File: src/rtl/vend_order_ctrl.sv
// vend_order_ctrl: cart-based vending controller. It builds an order from the switches,
// counts coin pulses, checks payment and pays change out one greedy coin per request.

// One slice per denomination: its contribution to this cycle's coin sum, and
// whether it could be paid out against the change still owed.
module vend_coin_lane #(
  parameter int MONEY_W = 8
) (
  input  logic [7:0]         denom,
  input  logic               coin,
  input  logic [MONEY_W-1:0] change,
  output logic [7:0]         coin_val,
  output logic               fits
);
  localparam int CW = MONEY_W + 8;

  assign coin_val = coin ? denom : 8'd0;
  assign fits     = (change != '0) && (CW'(denom) <= CW'(change));
endmodule

module vend_order_ctrl #(
  parameter int                  MONEY_W    = 8,
  parameter int                  TYPE_W     = 3,
  parameter int                  NUM_W      = 2,
  parameter int                  CART_DEPTH = 2,
  parameter int                  COIN_N     = 5,
  parameter logic [COIN_N*8-1:0] DENOMS     = {8'd50, 8'd20, 8'd10, 8'd5, 8'd1}
) (
  input  logic                                sys_clk,
  input  logic                                sys_rst_n,
  input  logic                                sys_Goods,
  input  logic                                sys_Confirm,
  input  logic                                sys_Change,
  input  logic                                sys_Cancel,
  input  logic [COIN_N-1:0]                   in_money,
  input  logic [TYPE_W-1:0]                   type_SW_high,
  input  logic [TYPE_W-1:0]                   type_SW_low,
  input  logic [NUM_W-1:0]                    num_SW,
  output logic [MONEY_W-1:0]                  need_money,
  output logic [MONEY_W-1:0]                  input_money,
  output logic [MONEY_W-1:0]                  change_money,
  output logic [COIN_N-1:0]                   coin_out,
  output logic [$clog2(CART_DEPTH+1)-1:0]     cart_cnt,
  output logic                                vend_pulse,
  output logic                                err_pulse,
  output logic [5:0]                          state_out
);
  localparam int CNT_W   = $clog2(CART_DEPTH + 1);
  localparam int PRICE_W = TYPE_W + 4;
  localparam int COST_W  = PRICE_W + NUM_W;
  // Wide enough that neither cart sums nor a full handful of coins can wrap before the range check.
  localparam int WIDE_W  = MONEY_W + COST_W + 8 + $clog2(COIN_N + 1);
  localparam logic [WIDE_W-1:0] MONEY_MAX = {{(WIDE_W-MONEY_W){1'b0}}, {MONEY_W{1'b1}}};

  typedef enum logic [5:0] {
    S_IDLE   = 6'b000001,
    S_SELECT = 6'b000010,
    S_PAY    = 6'b000100,
    S_VEND   = 6'b001000,
    S_CHANGE = 6'b010000,
    S_REFUND = 6'b100000
  } state_t;

  state_t state_q, state_d;

  logic [MONEY_W-1:0] need_d, input_d, change_d;
  logic [CNT_W-1:0]   cnt_d;
  logic [COIN_N-1:0]  coin_d;
  logic               vend_d, err_d;

  logic [COIN_N-1:0][7:0] denom_v;
  logic [COIN_N-1:0][7:0] coin_val;
  logic [COIN_N-1:0]      fits;

  logic [WIDE_W-1:0]  cost_w, need_sum_w, coin_sum_w, pay_sum_w;
  logic [MONEY_W-1:0] pay_sat, pick_val;
  logic [COIN_N-1:0]  pick;
  logic               commit_ok, paid;

  assign denom_v = DENOMS;

  for (genvar i = 0; i < COIN_N; i++) begin : g_lane
    vend_coin_lane #(.MONEY_W(MONEY_W)) u_lane (
      .denom   (denom_v[i]),
      .coin    (in_money[i]),
      .change  (change_money),
      .coin_val(coin_val[i]),
      .fits    (fits[i])
    );
  end

  always_comb begin
    cost_w     = (WIDE_W'(type_SW_high) * WIDE_W'(10) + WIDE_W'(type_SW_low)) * WIDE_W'(num_SW);
    need_sum_w = WIDE_W'(need_money) + cost_w;
    commit_ok  = (num_SW != '0) && (cart_cnt != CNT_W'(CART_DEPTH)) && (need_sum_w <= MONEY_MAX);
    paid       = (input_money >= need_money);
  end

  always_comb begin
    coin_sum_w = '0;
    for (int i = 0; i < COIN_N; i++)
      coin_sum_w = coin_sum_w + WIDE_W'(coin_val[i]);
    pay_sum_w = WIDE_W'(input_money) + coin_sum_w;
    pay_sat   = (pay_sum_w > MONEY_MAX) ? {MONEY_W{1'b1}} : pay_sum_w[MONEY_W-1:0];
  end

  // Denominations ascend with index, so the last fitting lane is the largest coin.
  always_comb begin
    pick     = '0;
    pick_val = '0;
    for (int i = 0; i < COIN_N; i++)
      if (fits[i]) begin
        pick     = COIN_N'(1) << i;
        pick_val = MONEY_W'(denom_v[i]);
      end
  end

  always_ff @(posedge sys_clk) begin
    if (!sys_rst_n) begin
      state_q      <= S_IDLE;
      need_money   <= '0;
      input_money  <= '0;
      change_money <= '0;
      cart_cnt     <= '0;
      coin_out     <= '0;
      vend_pulse   <= 1'b0;
      err_pulse    <= 1'b0;
    end else begin
      state_q      <= state_d;
      need_money   <= need_d;
      input_money  <= input_d;
      change_money <= change_d;
      cart_cnt     <= cnt_d;
      coin_out     <= coin_d;
      vend_pulse   <= vend_d;
      err_pulse    <= err_d;
    end
  end

  always_comb begin
    state_d = state_q;
    case (state_q)
      S_IDLE:
        if (!sys_Cancel && sys_Confirm) state_d = S_SELECT;
      S_SELECT:
        if (sys_Cancel) state_d = S_IDLE;
        else if (sys_Confirm && (commit_ok || cart_cnt != '0)) state_d = S_PAY;
      S_PAY:
        if (sys_Cancel) state_d = S_REFUND;
        else if (sys_Confirm && paid) state_d = S_VEND;
      S_VEND:
        state_d = (change_money != '0) ? S_CHANGE : S_IDLE;
      S_CHANGE, S_REFUND:
        if (change_money == '0) state_d = S_IDLE;
        else if (sys_Change && pick_val == change_money) state_d = S_IDLE;
      default:
        state_d = S_IDLE;
    endcase
  end

  always_comb begin
    need_d   = need_money;
    input_d  = input_money;
    change_d = change_money;
    cnt_d    = cart_cnt;
    coin_d   = '0;
    err_d    = 1'b0;
    vend_d   = (state_d == S_VEND);
    case (state_q)
      S_IDLE:
        if (!sys_Cancel && sys_Confirm) begin
          need_d   = '0;
          input_d  = '0;
          change_d = '0;
          cnt_d    = '0;
        end
      S_SELECT:
        if (sys_Cancel) begin
          need_d   = '0;
          input_d  = '0;
          change_d = '0;
          cnt_d    = '0;
        end else if (sys_Confirm || sys_Goods) begin
          if (commit_ok) begin
            need_d = need_sum_w[MONEY_W-1:0];
            cnt_d  = cart_cnt + CNT_W'(1);
          end else begin
            // A failed commit on Confirm is only an error if it leaves nothing to pay for.
            err_d = sys_Confirm ? (cart_cnt == '0) : 1'b1;
          end
        end
      S_PAY:
        if (sys_Cancel) change_d = input_money;
        else if (sys_Confirm) begin
          if (paid) change_d = input_money - need_money;
          else      err_d    = 1'b1;
        end else input_d = pay_sat;
      S_CHANGE, S_REFUND:
        if (sys_Change && change_money != '0) begin
          coin_d   = pick;
          change_d = change_money - pick_val;
        end
      default: ;
    endcase
  end

  assign state_out = state_q;
endmodule

File: config.mk
export PLATFORM = sky130hd
export DESIGN_NAME = vend_order_ctrl
export DESIGN_NICKNAME = d
export VERILOG_FILES = /design/src/rtl/vend_order_ctrl.sv
export SDC_FILE = /design/constraint.sdc
export NUM_CORES = 1
export LEC_CHECK = 0
export ABC_AREA = 1
export CORE_ASPECT_RATIO = 2
export CORE_UTILIZATION = 50
export CTS_BUF_LIST = sky130_fd_sc_hd__clkbuf_8 sky130_fd_sc_hd__clkbuf_16
export DETAILED_ROUTE_END_ITERATION = 7
export GPL_TIMING_DRIVEN = 0
export PLACE_DENSITY = 0.78
export SYNTH_ARGS = -nofsm -noshare
export SYNTH_HDL_FRONTEND = slang
export SYNTH_SLANG_ARGS = --single-unit
File: constraint.sdc
create_clock -name sys_clk -period 3.6 [get_ports sys_clk]
set_input_delay 0.54 -clock sys_clk [delete_from_list [all_inputs] [get_ports sys_clk]]
set_output_delay 0.54 -clock sys_clk [all_outputs]
set_load 0.1 [all_outputs]
==> impl_metrics.env, run 1 <==
export IMPL_seq_area_frac_synth=0.2040
export IMPL_place_hpwl_um=9258
export IMPL_peakVddDrop_mv=0.2049
export IMPL_num_antenna_cells=0
export IMPL_totalWireLength_um=11850
export IMPL_start_util=0.5227
export IMPL_antenna_found_initial=0
export IMPL_grtUsageMet2=0.6214
export IMPL_drtPass1Iterations=5
export IMPL_layout_setup_ws_ns=0.1132
export IMPL_synth_cell_type_count=38
export IMPL_min_period_ns=3.487
export IMPL_grt_max_degree=14
export IMPL_std_cell_rows=44
export IMPL_vias=4097
export IMPL_relSlewSlack=0.3378
export IMPL_routabilityCongestion=0.9220
export IMPL_syn_nets=637
export IMPL_max_cap_violations=0
export IMPL_grt_overflow_total=0
export IMPL_ios=58
export IMPL_avgSynthCellArea_sq_um=6.786
export IMPL_power_density_mw_per_mm2=360.0
export IMPL_viasPerCell=5.589
export IMPL_hp_class="register to register"
export IMPL_cp_start_kind="input pin"
export IMPL_cts_buffers_inserted=5
export IMPL_path_clk_slew_ns=0.06
export IMPL_rrSetupSlack_ns=0.61
export IMPL_power_leakage_nw=2.254
export IMPL_cts_tree="built"
export IMPL_hold_violations=0
export IMPL_io_buffers=56
export IMPL_ctsRootBufferMaster="clkbuf_16"
export IMPL_track_usage=0.3114
export IMPL_netlist_instances=564
export IMPL_fp_dieH_um=125.7
export IMPL_fmax_ghz=0.2868
export IMPL_fin_tns_setup_ns=0
export IMPL_placed_cells=712
export IMPL_layout_drive_gt1_share=0.1529
export IMPL_top_usage_layer="met2"
export IMPL_status="completed"
export IMPL_crit_buf_inv=5
export IMPL_slowest_stage="fa_1"
export IMPL_core_sq_mm=0.007322
export IMPL_die_area_sq_mm=0.008030
export IMPL_use_met1=0.2747
export IMPL_clockBufferDepth=2
export IMPL_drc=0
export IMPL_worst_pin_slew_ns=0.9902
export IMPL_worstPathArrival_ns=3.67
export IMPL_worstPathRequired_ns=3.78
export IMPL_yosysWarnings=0
export IMPL_wl_per_cell_um=16.17
export IMPL_crit_family="adder cells"
export IMPL_clk_latency_ns=0.29
export IMPL_fin_cells=733
export IMPL_fin_skew_ns=0.008443
export IMPL_crit_path_end_kind="register"
export IMPL_pre_cts_ws_ns=-0.9414
export IMPL_synthesis_area_sq_mm=0.003827
export IMPL_grt_pass1_vias=4296
export IMPL_finalPower_mw=1.805
export IMPL_die_width_um=63.87
export IMPL_ys_ff_latch=39
export IMPL_drt_iter0_drc=181
export IMPL_syn_to_final_growth_pct=30.96
export IMPL_post_route_period_util=0.9685
export IMPL_path_cells="clkbuf_4 -> ha_4 -> ha_4 -> ha_4 -> buf_4 -> nand4_1 -> nor2_1 -> nand2_1 -> fa_1 -> inv_2 -> ha_4 -> nand2_4 -> inv_1 -> a21oi_2 -> nand2_1 -> nand2_1 -> nand2_2 -> nor2_4 -> nand3_2 -> nand2_4 -> buf_6 -> nand3_1 -> nand2_1 -> nor2_1"
export IMPL_clkSinkCount=39
export IMPL_max_stage_delay_ns=0.52
export IMPL_fin_nets=713
export IMPL_final_max_slew_viol_count=0
export IMPL_cp_max_fo=5
export IMPL_grt_pass1_wl_um=19460
export IMPL_crit_type="input pin to register"
export IMPL_htreeDepth=2
export IMPL_met3_usage=0.02899
export IMPL_ant_nets=0
export IMPL_setup_viol_count_final=0
-- area by class of cell --
| type | instances | area (sq um) |
|---|---|---|
| Buffer | 8 | 46.29 |
| Clock inverter | 3 | 67.56 |
| Inverter | 76 | 290.3 |
| Clock buffer | 5 | 125.1 |
| Sequential cell | 39 | 780.7 |
| Timing Repair Buffer | 69 | 648.1 |
| Tap cell | 92 | 115.1 |
| Multi-Input combinational cell | 441 | 2939 |
| Fill cell | 625 | 2310 |
-- final timing paths --
| check | startpoint | depth (start not counted) | endpoint |
|---|---|---|---|
| min reg2reg | change_money[0] | 2 | change_money[0] |
| max reg2reg | need_money[1] | 16 | need_money[4] |
| min | change_money[0] | 2 | change_money[0] |
| max | type_SW_high[0] | 24 | need_money[4] |
-- stage by stage --
stage                     hold WS [ns]  cell area [sq um]    util
after detailed placement        0.5032               4511  0.6160
after CTS                       0.5121               4947  0.6757
after global placement          0.5019               4511  0.6160
final                           0.5169               5012  0.6846
after floorplan                 0.6539               3835       -
after global routing            0.5518               5012  0.6846
-- cells in the mapped netlist --
library cell  count  area, sq um
clkbuf_1          5        18.77
nand2_2           7        43.79
nor2_1           53        198.9
ha_1             38        475.5
o21ai_2           1        8.760
o21ai_1           4        20.02
a21oi_1          42        210.2
inv_1            72        270.3
inv_2             2        7.510
nor3_1            4        20.02
a41oi_1           2        17.52
buf_2             3        15.01
a21o_1            3        22.52
nand2_4           1        11.26
a221oi_2          1        15.01
nand3_1          48        240.2
nand3_2           1        10.01
o21ai_0          14        70.07
o211ai_1          5        37.54
o21bai_1          1        7.510
a21boi_0          1        7.510
a21oi_2           7        61.31
nor3_4            1        16.27
clkinv_1          1        3.750
nand4_1          10        62.56
nand2_1         147        551.8
nor2_2            3        18.77
nor2_4            3        33.78
clkinv_4          1        8.760
fa_1             16        320.3
nand4_4           2        42.54
o21a_1            3        22.52
or2_2             8        50.05
o221ai_1          2        17.52
xor2_1            7        61.31
dfxtp_1          39        780.8
a31oi_1           2        12.51
xnor2_1           4        35.03
-- kinds of logic (layout without fill, tap and decap cells) --
| kind of cell | count (synthesis) | in the layout | synth area share |
|---|---|---|---|
| AOI/OAI and AO/OA | 88 | 88 | 0.1386 |
| adders and majority gates | 54 | 54 | 0.2079 |
| DFF | 39 | 39 | 0.2040 |
| buffers and inverters | 84 | 161 | 0.08467 |
| xor gates and xnor gates | 11 | 11 | 0.02517 |
| and+or+nand+nor | 288 | 288 | 0.3397 |
-- per-layer routing --
metal / part of all wire / wire (um) / vias up
li1: - / - / 2001
met1: 0.33 / 3897 / 1900
met2: 0.58 / 6829 / 143
met3: 0.030 / 355 / 53
met4: 0.065 / 767 / 0
met5: 0 / 0 / -
-- registers in the layout (all words and copies together) (netlist names) --
name	count
err_pulse	1
state_out	6
change_money	8
vend_pulse	1
input_money	8
need_money	8
cart_cnt	2
coin_out	5
-- where the power goes --
| group | internal, mW | switching [mW] | total, mW |
|---|---|---|---|
| Sequential | 0.446 | 0.0194 | 0.465 |
| Combinational | 0.272 | 0.481 | 0.753 |
| Clock | 0.397 | 0.189 | 0.586 |
| Total | 1.12 | 0.689 | 1.80 |
-- what timing repair did --
action,CTS,global route
buffers inserted,12,0
resized for setup,45,17
setup endpoints to repair,15,14
pin swaps,20,12
hold buffers,0,0
cloned,1,0
-- tightest hold or removal path: stages (launching register included) --
cell and delay [ns]:
dfxtp_1 0.33, nand2_1 0.09, a21oi_2 0.05
-- cells in the final DEF, fill, tap and decap left out, types with 3 or more instances in the layout --
cell type        count
nor2_4               5
o211ai_1             5
o21ai_0             13
nand3_1             45
or2_2                8
o21ai_1              4
dfxtp_1             39
a21oi_1             40
buf_6                3
inv_1               70
clkbuf_1             5
buf_4               12
nand2_1            138
clkdlybuf4s50_1     51
a21oi_2              8
ha_4                 9
nor3_1               4
ha_1                29
fa_1                14
a21o_1               3
xnor2_1              4
nand2_2             13
nor2_2               5
clkbuf_16            5
inv_2                4
o21a_1               3
nand4_1             10
nand3_2              4
nand2_4              4
nor2_1              49
xor2_1               6
Power figures use the tool's default switching activity.
==> run 2, diff against run 1 <==
--- a/config.mk
+++ b/config.mk
@@ -6,12 +6,14 @@
 export NUM_CORES = 1
 export LEC_CHECK = 0
 export ABC_AREA = 1
+export ABC_CLOCK_PERIOD_IN_PS = 4019
 export CORE_ASPECT_RATIO = 2
 export CORE_UTILIZATION = 50
 export CTS_BUF_LIST = sky130_fd_sc_hd__clkbuf_8 sky130_fd_sc_hd__clkbuf_16
 export DETAILED_ROUTE_END_ITERATION = 7
 export GPL_TIMING_DRIVEN = 0
-export PLACE_DENSITY = 0.78
+export MAX_ROUTING_LAYER = met4
+export PLACE_DENSITY = 0.75
 export SYNTH_ARGS = -nofsm -noshare
 export SYNTH_HDL_FRONTEND = slang
 export SYNTH_SLANG_ARGS = --single-unit
==> constraint.sdc (replaced) <==
create_clock -name sys_clk -period 4.02 [get_ports sys_clk]
set_input_delay 0.603 -clock sys_clk [delete_from_list [all_inputs] [get_ports sys_clk]]
set_output_delay 0.603 -clock sys_clk [all_outputs]
set_load 0.1 [all_outputs]
==> impl_metrics.env, run 2 (synthesis results as in run 1) <==
export IMPL_grt_overflow_total=0
export IMPL_num_antenna_cells=0
export IMPL_ios=58
export IMPL_min_period_ns=3.866
export IMPL_setup_viol_count_final=0
export IMPL_ctsRootBufferMaster="clkbuf_16"
export IMPL_final_max_slew_viol_count=0
export IMPL_power_leakage_nw=2.187
export IMPL_worstPathRequired_ns=4.20
export IMPL_rr_endpoint="need_money[0]"
export IMPL_clkSinkCount=39
export IMPL_drt_iter0_drc=174
export IMPL_start_util=0.5227
export IMPL_hold_slack_ns=0.5192
export IMPL_layout_drive_gt1_share=0.1063
export IMPL_endpoint="need_money[0]"
export IMPL_relSlewSlack=0.3396
export IMPL_fin_tns_setup_ns=0
export IMPL_peakVddDrop_mv=0.1791
export IMPL_vias=3969
export IMPL_fin_skew_ns=0.002325
export IMPL_grt_pass1_wl_um=17950
export IMPL_worstPathArrival_ns=4.05
export IMPL_hold_buffers=0
export IMPL_wl_per_cell_um=15.08
export IMPL_status="completed"
export IMPL_std_cell_rows=44
export IMPL_pre_cts_ws_ns=-0.5254
export IMPL_hp_class="register to register"
export IMPL_fp_dieH_um=125.7
export IMPL_cp_start_kind="input pin"
export IMPL_die_width_um=63.87
export IMPL_layout_commonest_cell="nand2_1"
export IMPL_drtPass1Iterations=4
export IMPL_rrSetupSlack_ns=0.96
export IMPL_crit_start="type_SW_low[1]"
export IMPL_r2r_start="need_money[1]"
export IMPL_antenna_found_initial=0
export IMPL_path_clk_slew_ns=0.06
export IMPL_clk_latency_ns=0.28
export IMPL_rr_worst_depth=16
export IMPL_grt_pass1_vias=4021
export IMPL_grt_max_degree=12
export IMPL_syn_to_final_growth_pct=24.55
export IMPL_fin_nets=702
export IMPL_die_area_sq_mm=0.008030
export IMPL_reg_largest_list="change_money x8, input_money x8, need_money x8"
export IMPL_totalWireLength_um=10890
export IMPL_crit_path_end_kind="register"
export IMPL_placed_cells=712
export IMPL_fmax_ghz=0.2586
export IMPL_layout_common_cells="143 x nand2_1, 74 x inv_1, 52 x clkdlybuf4s50_1"
export IMPL_worst_pin_slew_ns=0.9875
export IMPL_cts_tree="built"
export IMPL_core_sq_mm=0.007322
export IMPL_drc=0
export IMPL_ant_nets=0
export IMPL_crit_type="input pin to register"
export IMPL_layout_setup_ws_ns=0.1538
export IMPL_viasPerCell=5.497
export IMPL_post_route_period_util=0.9618
export IMPL_hold_violations=0
export IMPL_io_buffers=56
export IMPL_power_density_mw_per_mm2=297.7
export IMPL_routabilityCongestion=0.9175
export IMPL_htreeDepth=2
export IMPL_place_hpwl_um=8767
export IMPL_max_cap_violations=0
export IMPL_cts_buffers_inserted=5
export IMPL_clockBufferDepth=2
export IMPL_track_usage=0.2937
export IMPL_fin_cells=722
export IMPL_cp_max_fo=5
## run 2: worst max-delay path, cell delays in order
cell,delay (ns)
clkdlybuf4s50_1,0.41
ha_2,0.19
fa_2,0.53
nand2_1,0.07
fa_1,0.49
inv_1,0.07
fa_1,0.44
nand2_1,0.10
nand2_1,0.08
a21oi_2,0.22
o21ai_1,0.11
nor2_2,0.15
nand3_1,0.12
nand2_2,0.14
buf_6,0.13
nand3_1,0.06
nand2_1,0.08
nor2_1,0.05
## run 2: final cells by class
cell class / count / area [sq um]
Fill cell: 670 / 2555
Buffer: 8 / 46.29
Timing Repair Buffer: 58 / 581.8
Inverter: 76 / 290.3
Tap cell: 92 / 115.1
Multi-Input combinational cell: 441 / 2815
Sequential cell: 39 / 780.7
Clock inverter: 3 / 12.51
Clock buffer: 5 / 125.1
## run 2: per-layer routing
| layer | wire length, um | part of all wire | GRT usage | vias up |
|---|---|---|---|---|
| met2 | 5981 | 0.55 | 0.5488 | 134 |
| met3 | 384 | 0.035 | 0.02989 | 53 |
| li1 | - | - | - | 1981 |
| met5 | 0 | 0 | - | - |
| met4 | 731 | 0.067 | 0.1872 | 0 |
| met1 | 3791 | 0.35 | 0.2730 | 1801 |
## run 2: metrics by stage
stage               area, sq um  power (mW)    util
global placement           4503      0.9995  0.6150
CTS                        4687       1.401  0.6401
finish                     4767       1.419  0.6511
global route               4767       1.516  0.6511
detailed placement         4503       1.011  0.6150
floorplan                  3827      0.8666       -
## run 2: worst min path at each step
| stage | startpoint | end | slack, ns | cells past startpoint |
|---|---|---|---|---|
| final | change_money[0] | change_money[0] | 0.52 | 2 |
| after global routing | change_money[0] | change_money[0] | 0.53 | 2 |
| after CTS | change_money[0] | change_money[0] | 0.51 | 2 |
| after detailed placement | change_money[0] | change_money[0] | 0.50 | 2 |
| after global placement | change_money[0] | change_money[0] | 0.50 | 2 |
| after floorplan | sys_rst_n | change_money[5] | 0.72 | 2 |
## run 2: timing repair
| item | 4_1_cts | 5_1_grt |
|---|---|---|
| gates resized for setup | 8 | 24 |
| setup buffers | 1 | 0 |
| pin swaps | 3 | 11 |
| cloned | 0 | 1 |
| endpoints found under the setup margin | 12 | 15 |
## run 2: where the power goes
group / switching [mW] / internal (mW)
Clock: 0.157 / 0.224
Sequential: 0.0172 / 0.400
Combinational: 0.407 / 0.214
==> run 3, diff against run 2 <==
--- a/config.mk
+++ b/config.mk
@@ -8,12 +8,12 @@
 export ABC_AREA = 1
 export ABC_CLOCK_PERIOD_IN_PS = 4019
 export CORE_ASPECT_RATIO = 2
-export CORE_UTILIZATION = 50
+export CORE_UTILIZATION = 60
 export CTS_BUF_LIST = sky130_fd_sc_hd__clkbuf_8 sky130_fd_sc_hd__clkbuf_16
 export DETAILED_ROUTE_END_ITERATION = 7
 export GPL_TIMING_DRIVEN = 0
 export MAX_ROUTING_LAYER = met4
-export PLACE_DENSITY = 0.75
+export PLACE_DENSITY = 0.87
 export SYNTH_ARGS = -nofsm -noshare
 export SYNTH_HDL_FRONTEND = slang
 export SYNTH_SLANG_ARGS = --single-unit
==> impl_metrics.env, run 3 (synthesis results as in run 1) <==
export IMPL_layout_drive_gt1_share=0.1062
export IMPL_crit_type="input pin to register"
export IMPL_fillers=467
export IMPL_power_leakage_nw=2.189
export IMPL_layout_commonest_cell="nand2_1"
export IMPL_cp_max_fo=5
export IMPL_worstPathRequired_ns=4.21
export IMPL_start_util=0.6320
export IMPL_syn_to_final_growth_pct=24.52
export IMPL_setup_viol_count_final=0
export IMPL_ctsRootBufferMaster="clkbuf_16"
export IMPL_clk_latency_ns=0.30
export IMPL_track_usage=0.3466
export IMPL_ios=58
export IMPL_crit_top_cell="nand2_1"
export IMPL_fp_dieH_um=115.0
export IMPL_slowest_stage="fa_2"
export IMPL_fmax_ghz=0.2603
export IMPL_status="completed"
export IMPL_worst_pin_slew_ns=0.9881
export IMPL_post_route_period_util=0.9557
export IMPL_routabilityCongestion=0.9726
export IMPL_clockBufferDepth=2
export IMPL_crit_family="adder cells"
export IMPL_pwr_share_seq=0.290
export IMPL_crit_buf_inv=3
export IMPL_cts_tree="built"
export IMPL_grt_pass1_vias=3916
export IMPL_final_max_slew_viol_count=0
export IMPL_num_antenna_cells=0
export IMPL_combPwrFrac=0.437
export IMPL_min_period_ns=3.842
export IMPL_htreeDepth=2
export IMPL_hold_violations=0
export IMPL_grt_max_degree=13
export IMPL_reg_largest_list="change_money x8, input_money x8, need_money x8"
export IMPL_layout_common_cells="143 x nand2_1, 73 x inv_1, 52 x clkdlybuf4s50_1"
export IMPL_relSlewSlack=0.3392
export IMPL_swShare=0.4163
export IMPL_totalWireLength_um=10900
export IMPL_clkPwrFrac=0.274
export IMPL_drc=0
export IMPL_die_width_um=58.48
export IMPL_fin_skew_ns=0.006699
export IMPL_drt_iter0_drc=248
export IMPL_placed_cells=704
export IMPL_fin_cells=715
export IMPL_place_hpwl_um=8557
export IMPL_clkSinkCount=39
export IMPL_switching_power_uw=600.4
export IMPL_ant_nets=0
export IMPL_worstPathArrival_ns=4.03
export IMPL_p_int_uw=842.0
export IMPL_grt_overflow_total=0
export IMPL_core_sq_mm=0.006056
export IMPL_io_buffers=56
export IMPL_wl_per_cell_um=15.25
export IMPL_power_density_mw_per_mm2=302.7
export IMPL_fin_nets=703
export IMPL_max_stage_delay_ns=0.54
export IMPL_path_clk_slew_ns=0.06
export IMPL_grt_pass1_wl_um=17180
export IMPL_crit_path_end_kind="register"
export IMPL_max_cap_violations=0
export IMPL_antenna_found_initial=0
export IMPL_cts_buffers_inserted=5
export IMPL_cp_start_kind="input pin"
export IMPL_path_cells="clkdlybuf4s50_1 -> ha_2 -> fa_2 -> nand2_1 -> fa_1 -> inv_1 -> fa_1 -> nand2_1 -> nand2_1 -> a21oi_4 -> o21ai_0 -> nor2_2 -> nand3_1 -> nand2_2 -> buf_6 -> nand3_1 -> nand2_1 -> nor2_1"
export IMPL_peakVddDrop_mv=0.2075
export IMPL_vias=4114
export IMPL_viasPerCell=5.754
export IMPL_hold_slack_ns=0.5117
export IMPL_die_area_sq_mm=0.006722
export IMPL_std_cell_rows=40
export IMPL_drtPass1Iterations=5
export IMPL_hp_class="register to register"
[run 3: layout make-up]
class,count,area [sq um],area share
plain buffers,8,46.29,0.009714
clock buffers,5,125.1,0.02625
clock inverters,3,16.27,0.003413
inverters,76,290.3,0.06091
multi-input cells,441,2813,0.5902
flip-flops and latches,39,780.7,0.1638
well taps,84,105.1,0.02205
repair buffers,59,589.3,0.1237
[run 3: worst register-to-register path: cells and delay by family (launching register included)]
family | cells | cell delay [ns]
adders and majority gates | 3 | 1.16
and+or+nand+nor | 8 | 0.80
buffers and inverters | 3 | 0.29
DFF | 1 | 0.40
AOI/OAI and AO/OA | 2 | 0.31
[run 3: power groups by stage]
| stage | logic [mW] | clock network, mW | registers (mW) |
|---|---|---|---|
| 3_5_place_dp | 0.585 | 0 | 0.425 |
| 2_1_floorplan | 0.354 | 0 | 0.513 |
| 3_3_place_gp | 0.569 | 0 | 0.424 |
| 4_1_cts | 0.601 | 0.393 | 0.417 |
| 5_1_grt | 0.690 | 0.408 | 0.418 |
| 6_report | 0.630 | 0.395 | 0.418 |
[run 3: routing by layer]
layer  up-vias  GRT usage  share of wire
li1       1981          -              -
met4         0     0.2190          0.055
met3        46    0.03375          0.038
met1      1928     0.3077           0.34
met2       159     0.6636           0.56
met5         -          -              0
[run 3: worst paths after layout]
| path | startpoint | to | slack, ns | depth (start not counted) |
|---|---|---|---|---|
| setup / recovery | type_SW_low[1] | need_money[7] | 0.18 | 18 |
| hold / removal | change_money[0] | change_money[0] | 0.51 | 2 |
| setup reg to reg | need_money[1] | need_money[7] | 0.96 | 16 |
| hold reg to reg | change_money[0] | change_money[0] | 0.51 | 2 |
[run 3: repair_timing]
action	in CTS	in global routing
cloned	0	1
resized for setup	10	21
setup buffers	1	1
endpoints found under the hold margin	0	0
pin swaps	2	9
hold buffers	0	0
endpoints found under the setup margin	12	15
[run 3: per-stage QoR]
| stage | TNS [ns] | total power, mW | setup slack, ns | instance area, sq um | util |
|---|---|---|---|---|---|
| final | 0 | 1.442 | 0.1780 | 4766 | 0.7870 |
| after global routing | -0.4762 | 1.516 | -0.07284 | 4766 | 0.7870 |
| after CTS | 0 | 1.411 | 0.02875 | 4687 | 0.7740 |
| after detailed placement | -6.947 | 1.010 | -0.5775 | 4493 | 0.7419 |
| after global placement | -5.226 | 0.9935 | -0.4428 | 4493 | 0.7419 |
| after floorplan | 0 | 0.8666 | 0.3158 | 3827 | - |
